## src/rtl/pipe_exmem_hs.sv

```systemverilog
// EX/MEM pipeline stage with valid/ready handshake, flush and an optional
// 2-entry skid buffer; writeback data is pre-selected as the entry is captured.
module pipe_exmem_hs #(
    parameter int XLEN    = 32,
    parameter int CTRL_W  = 8,
    parameter int SKID_EN = 1
) (
    input  logic              clk,
    input  logic              arstn,
    input  logic              flush_i,
    input  logic              in_valid,
    output logic              in_ready,
    input  logic [CTRL_W-1:0] in_ctrl,
    input  logic [1:0]        in_dest_sel,
    input  logic [XLEN-1:0]   in_alu_result,
    input  logic [XLEN-1:0]   in_imm,
    input  logic [XLEN-1:0]   in_pc,
    input  logic              in_compressed,
    input  logic [XLEN-1:0]   in_store_data,
    input  logic [4:0]        in_rd_addr,
    input  logic              in_rd_we,
    output logic              out_valid,
    input  logic              out_ready,
    output logic [CTRL_W-1:0] out_ctrl,
    output logic [1:0]        out_dest_sel,
    output logic [XLEN-1:0]   out_rd_write_data,
    output logic [XLEN-1:0]   out_pc,
    output logic [XLEN-1:0]   out_store_data,
    output logic [4:0]        out_rd_addr,
    output logic              out_rd_we,
    output logic [1:0]        occupancy
);

    localparam logic [1:0] SEL_ALU  = 2'd0;
    localparam logic [1:0] SEL_IMM  = 2'd1;
    localparam logic [1:0] SEL_LINK = 2'd2;

    typedef struct packed {
        logic [CTRL_W-1:0] ctrl;
        logic [1:0]        dest_sel;
        logic [XLEN-1:0]   wdata;
        logic [XLEN-1:0]   pc;
        logic [XLEN-1:0]   store_data;
        logic [4:0]        rd_addr;
        logic              rd_we;
    } entry_t;

    entry_t          in_entry;
    logic [XLEN-1:0] link_addr;

    entry_t main_q, main_d;
    logic   main_valid_q, main_valid_d;
    logic   accept;
    logic   pop;

    assign link_addr = in_pc + (in_compressed ? XLEN'(2) : XLEN'(4));

    always_comb begin
        in_entry            = '0;
        in_entry.ctrl       = in_ctrl;
        in_entry.dest_sel   = in_dest_sel;
        in_entry.pc         = in_pc;
        in_entry.store_data = in_store_data;
        in_entry.rd_addr    = in_rd_addr;
        in_entry.rd_we      = in_rd_we;
        // Loads carry the memory address in the write-data slot until MEM replaces it.
        case (in_dest_sel)
            SEL_ALU:  in_entry.wdata = in_alu_result;
            SEL_IMM:  in_entry.wdata = in_imm;
            SEL_LINK: in_entry.wdata = link_addr;
            default:  in_entry.wdata = in_alu_result;
        endcase
    end

    assign accept = in_valid && in_ready;
    assign pop    = main_valid_q && out_ready;

    generate
        if (SKID_EN != 0) begin : g_skid
            entry_t skid_q, skid_d;
            logic   skid_valid_q, skid_valid_d;

            // Ready depends only on a flop, breaking the out_ready -> in_ready path.
            assign in_ready  = !skid_valid_q;
            assign occupancy = {1'b0, main_valid_q} + {1'b0, skid_valid_q};

            always_comb begin
                main_d       = main_q;
                main_valid_d = main_valid_q;
                skid_d       = skid_q;
                skid_valid_d = skid_valid_q;
                if (flush_i) begin
                    main_valid_d = 1'b0;
                    skid_valid_d = 1'b0;
                end else if (skid_valid_q) begin
                    if (pop) begin
                        main_d       = skid_q;
                        main_valid_d = 1'b1;
                        skid_valid_d = 1'b0;
                    end
                end else if (accept) begin
                    if (!main_valid_q || pop) begin
                        main_d       = in_entry;
                        main_valid_d = 1'b1;
                    end else begin
                        skid_d       = in_entry;
                        skid_valid_d = 1'b1;
                    end
                end else if (pop) begin
                    main_valid_d = 1'b0;
                end
            end

            always_ff @(posedge clk or negedge arstn) begin
                if (!arstn) begin
                    main_q       <= '0;
                    main_valid_q <= 1'b0;
                    skid_q       <= '0;
                    skid_valid_q <= 1'b0;
                end else begin
                    main_q       <= main_d;
                    main_valid_q <= main_valid_d;
                    skid_q       <= skid_d;
                    skid_valid_q <= skid_valid_d;
                end
            end
        end else begin : g_single
            assign in_ready  = !main_valid_q || out_ready;
            assign occupancy = {1'b0, main_valid_q};

            always_comb begin
                main_d       = accept ? in_entry : main_q;
                main_valid_d = flush_i ? 1'b0 : (accept || (main_valid_q && !out_ready));
            end

            always_ff @(posedge clk or negedge arstn) begin
                if (!arstn) begin
                    main_q       <= '0;
                    main_valid_q <= 1'b0;
                end else begin
                    main_q       <= main_d;
                    main_valid_q <= main_valid_d;
                end
            end
        end
    endgenerate

    assign out_valid         = main_valid_q;
    assign out_ctrl          = main_q.ctrl;
    assign out_dest_sel      = main_q.dest_sel;
    assign out_rd_write_data = main_q.wdata;
    assign out_pc            = main_q.pc;
    assign out_store_data    = main_q.store_data;
    assign out_rd_addr       = main_q.rd_addr;
    assign out_rd_we         = main_q.rd_we & main_valid_q;

endmodule
```

## config.mk

```make
export PLATFORM = sky130hd
export DESIGN_NAME = pipe_exmem_hs
export DESIGN_NICKNAME = d
export VERILOG_FILES = /design/src/rtl/pipe_exmem_hs.sv
export SDC_FILE = /design/constraint.sdc
export NUM_CORES = 1
export LEC_CHECK = 0
export CORE_MARGIN = 2
export CORE_UTILIZATION = 40
export DETAILED_ROUTE_END_ITERATION = 16
export PLACE_DENSITY = 0.75
export SETUP_SLACK_MARGIN = 0.3
export SYNTH_ARGS = -nofsm -noshare
export SYNTH_HDL_FRONTEND = slang
export SYNTH_SLANG_ARGS = --single-unit
```

## constraint.sdc

```tcl
create_clock -name clk -period 2.2 [get_ports clk]
set_input_delay 0.66 -clock clk [delete_from_list [all_inputs] [get_ports clk]]
set_output_delay 0.66 -clock clk [all_outputs]
set_load 0.03 [all_outputs]
```

---- Word level (Yosys, flattened, before mapping) ----
Cells that the tools add are included.
storage, ports and cells
  register bits ........................... 226
  input bits .............................. 150
  output and inout bits ................... 116
  logic and storage cells ................. 55
cells by class
  add/sub/neg operators ................... 2
  equal/unequal tests ..................... 5
  muxes and demuxes ....................... 17
  bitwise logic cells ..................... 4
  reductions and logical operators ........ 11
operators by type and width
  kind                count
  $mux 112            4
  $pmux 32 s2         1
  $add 32x3->32       1
  $mux 1              11
  $reduce_and 4->1    2
  $ne 4x2->1 const B  1
  $reduce_bool 2->1   2
  $mux 3              1
  $ne 3x3->1 const B  1
  $not 1->1           3
  $reduce_and 3->1    1
  $reduce_bool 3->1   1
  $add 1x1->2         1
  $eq 2x1->1 const B  1
  $eq 2x2->1 const B  1
  $logic_and 1x1->1   2
  $logic_not 1->1     2
  $ne 2x2->1 const B  1
  $and 1x1->1         1
  $logic_or 1x1->1    1

---- Depth between registers and ports, before layout ----
  word-level depth ........................ 6
  mapped depth ............................ 9
  mapped depth without buffers ............ 9

---- Worst setup path after synthesis ----
Ideal clock, no wire load.
  path type ............................... input port to flip-flop
  start ................................... input port in_pc[1]
  end ..................................... register main_q (netlist bit out_rd_write_data[19])
  data arrival time ....................... 2.677 ns
  data required time ...................... 2.078 ns
  setup slack ............................. -0.599 ns
  stages on the path ...................... 9
  path buffers ............................ 0
  path through ............................ ha_1 > inv_1 > fa_1 > nand4b_1 > nor3_1 > a31oi_1 > a2111oi_0 > or3_1 > a21oi_1
between the ends
  cells in the longest elaborated chain, start to end .. 5
RTL lines
  element                 RTL line  RTL
  start: declaration      17        input logic [XLEN-1:0] in_pc,
  $add 32x3->32           56        assign link_addr = in_pc + (in_compressed ? XLEN'(2) : XLEN'(4));
  $pmux 32 s2             67        case (in_dest_sel)
  $mux 112                102       if (!main_valid_q || pop) begin
  $mux 112                101       end else if (accept) begin
  $mux 112                95        end else if (skid_valid_q) begin
  end signal: assignment  121       main_q <= main_d;
  end: declaration        51        entry_t main_q, main_d;
Every way passes these cells. The select of a mux whose other input is x is not followed.
A chain may end at the register's enable or synchronous reset.

---- Worst setup path after layout ----
  start ................................... input port in_compressed
  end ..................................... register main_q (netlist bit out_rd_write_data[17])
between the ends
  cells in the longest elaborated chain, start to end .. 6
RTL lines
  element             RTL line  RTL
  start: declaration  18        input logic in_compressed,
  $mux 3              56
  $add 32x3->32       56
  $pmux 32 s2         67
  $mux 112            102
  $mux 112            101
  $mux 112            95
Every way passes these cells. The select of a mux whose other input is x is not followed.

==> impl_metrics.tcl <==
set metrics [dict create \
    grt_pass1_vias 9607 \
    nFillCells 2222 \
    wl_um 38600 \
    finalCritPeriodShare 1.05 \
    first_pass_iters 8 \
    cts.sinks 226 \
    critPathLaunchType "primary input" \
    slowest_delay_ns 0.36 \
    hpwl_um 25400 \
    syn-cell-area_mm2 0.0114 \
    numPortBuffers 265 \
    core-area_mm2 0.0279 \
    ctsRootBufferMaster "clkbuf_16" \
    synth_warnings 0 \
    post_drt_wl_per_cell_um 21.3 \
    grt_pass1_wl_um 55800 \
    track_usage 0.236 \
    drt_iter0_markers 833 \
    seq_area_frac_synth 0.497 \
    end_kind "flip-flop" \
    final_cell_mix "dfrtp_1, buf_4, clkdlybuf4s50_1" \
    syn_inst 1104 \
    clkTransAtPathRegs_ns 0.06 \
    maxCapViolations 0 \
    fin_crit_ns 2.31 \
    placed_cells 1714 \
    synth_edf_count 0 \
    syn_area_per_cell_um2 10.3 \
    ir_drop_mv 0.479 \
    regArea_mm2 0.00566 \
    numCtsBuffers 26 \
    rsz0062_at_grt "yes" \
    multi_input_area_mm2 0.00553 \
    synth_ff_type "dfrtp_1" \
    synth_nets 1260 \
    final_nets 1562 \
    stdcell_count 1814 \
    min_path_type "primary input to asynchronous set/reset pin" \
    cp_common_cell "buf_4" \
    die_h_um 173 \
    worstReg2RegStart "out_valid" \
    ios 266 \
    cts.path.max_buffers 3 \
    finalSetupViolCount 11 \
    violations "negative setup slack" \
    place_congestion 0.931 \
    fin_setup_tns_ns -0.424 \
    crit_start "in_compressed" \
    path_max_fanout 6 \
    worst_slack_ns -0.111 \
    drive_gt1_frac 0.418 \
    grt_overflow 0 \
    cts_hold_buf 0 \
    area_growth_pct 48.4 \
    status "complete, but fails checks" \
    rows 61 \
    die_area_mm2 0.0298 \
    fmax_ghz 0.433 \
    synth.distinct_cells 56 \
    holdWs_ns 0.0494 \
    cts_max_level 1 \
    cp_data_required_time_ns 2.67 \
    power_density_mw_per_mm2 874 \
    cts_tree "built" \
    start_util 0.408 \
    leakage_nw 7.52 \
    critPathSlowestCell "fa_2" \
    slew_headroom 0.575 \
    slew_viol_final 0 \
    pre_cts_slack_ns -1.07 \
    critPathKind "primary input to flip-flop" \
    dieWidth_um 173 \
    hold_violations 0 \
    grt_max_degree 81 \
    ant_nets 0 \
    arrival_ns 2.78 \
    synth_seq_cells 226 \
    drc 0 \
    async_reset_ff_frac 1.00 \
    layout_commonest_cell "dfrtp_1" \
    clk_latency_ns 0.54 \
    avgViaCountPerCell 5.41 \
    worstPathCellList "buf_8 -> ha_4 -> inv_2 -> fa_2 -> nand4b_1 -> buf_6 -> nor3_4 -> buf_4 -> and4_1 -> a2111oi_2 -> buf_4 -> or3_1 -> a21oi_1" \
    antenna_found_initial 10 \
    tightest_slew_ns 0.638 \
    dr_total_vias 9811 \
    final.setup_skew_ns 0.0134 \
]
==> cell usage after synthesis, types with 4 or more instances <==
| master | count | share of area |
|---|---|---|
| a21oi_1 | 36 | 0.016 |
| a221o_1 | 5 | 0.0044 |
| a221oi_1 | 6 | 0.0046 |
| a222oi_1 | 10 | 0.0088 |
| a22oi_1 | 5 | 0.0033 |
| and3_1 | 11 | 0.0061 |
| buf_1 | 11 | 0.0036 |
| buf_4 | 111 | 0.073 |
| clkbuf_1 | 57 | 0.019 |
| dfrtp_1 | 226 | 0.50 |
| ha_1 | 5 | 0.0055 |
| inv_1 | 17 | 0.0056 |
| mux2_2 | 77 | 0.076 |
| mux2i_1 | 82 | 0.072 |
| nand2_1 | 150 | 0.050 |
| nand3_1 | 12 | 0.0053 |
| nand4_1 | 4 | 0.0022 |
| nand4b_1 | 4 | 0.0031 |
| nor2_1 | 38 | 0.013 |
| nor3_1 | 7 | 0.0031 |
| o211ai_1 | 7 | 0.0046 |
| o21a_1 | 4 | 0.0026 |
| o21ai_0 | 140 | 0.062 |
| o31ai_1 | 8 | 0.0053 |
| or3_1 | 6 | 0.0033 |
| xnor2_1 | 16 | 0.012 |
| xor2_1 | 5 | 0.0039 |
==> final cells by class <==
class                      count  area share
clock buffer                  40      0.0441
multi-input combinational    684       0.328
antenna                       10     0.00148
timing repair buffer         451       0.253
tap                          378      0.0280
inverter                      17     0.00430
sequential                   226       0.336
clock inverter                 8     0.00601
==> critical path, delay by kind of cell <==
kind	cells	cell delay (ns)
buffers and inverters	5	0.61
AO/OA/AOI/OAI	2	0.18
AND/OR/NAND/NOR	4	0.83
adder cells (fa/ha/maj)	2	0.49
==> sequential cells by signal, summed over array words and instances, names as in the netlist <==
name / cells
g_skid.skid_valid_q: 1
g_skid.skid_q: 112
out_pc: 32
out_ctrl: 8
out_rd_addr: 5
out_valid: 1
out_rd_write_data: 32
main_q: 1
out_store_data: 32
out_dest_sel: 2
==> cell families (layout without fill, tap and decap cells) <==
family,Yosys count,in the layout,share of synthesized area
xor+xnor,21,21,0.0162
flops,226,226,0.497
mux,159,159,0.148
fa+ha+maj,6,6,0.00726
compound gates,246,246,0.129
simple gates,250,252,0.100
other cells,0,10,0
buf+inv,196,516,0.101
==> power breakdown <==
group / internal, W / switching, W / leakage [nW] / total [W]
registers: 0.00519 / 0.000657 / 2.81 / 0.00585
clock network: 0.00256 / 0.00176 / 0.416 / 0.00432
logic: 0.00197 / 0.00259 / 4.30 / 0.00456
==> metal layers <==
metal  global-route usage  vias to the layer above  routed length (um)
met2                0.366                      407               17900
met3               0.0433                      107                2840
li1                     -                     4402                   -
met1                0.321                     4893               16000
met4                0.109                        2                1780
met5                    0                        -                   7
==> stage by stage <==
| step | total power, W | cell area (um2) | utilization |
|---|---|---|---|
| after floorplan | 0.00863 | 11500 | - |
| after CTS | 0.0144 | 16200 | 0.581 |
| after global routing | 0.0154 | 16900 | 0.605 |
| after global placement | 0.00999 | 14800 | 0.530 |
| after detailed placement | 0.0101 | 14800 | 0.530 |
| final | 0.0147 | 16900 | 0.605 |
==> timing repair <==
| item | CTS | global route |
|---|---|---|
| resized for setup | 551 | 356 |
| setup buffers | 15 | 12 |
| endpoints found under the setup margin | 206 | 161 |
| gates cloned | 2 | 13 |
| pin swaps | 55 | 94 |
==> worst paths after layout <==
kind | slack, ns | to | cells after the start
setup reg to reg | 0.25 | out_rd_write_data[6] | 9
max in group asynchronous | 1.52 | out_store_data[16] | 2
hold reg to reg | 0.48 | out_rd_write_data[11] | 2
min in group clk | 0.38 | g_skid.skid_q[39] | 2
setup / recovery | -0.11 | out_rd_write_data[17] | 13
hold / removal | 0.05 | g_skid.skid_q[1] | 1
(Power assumes the default switching activity.)
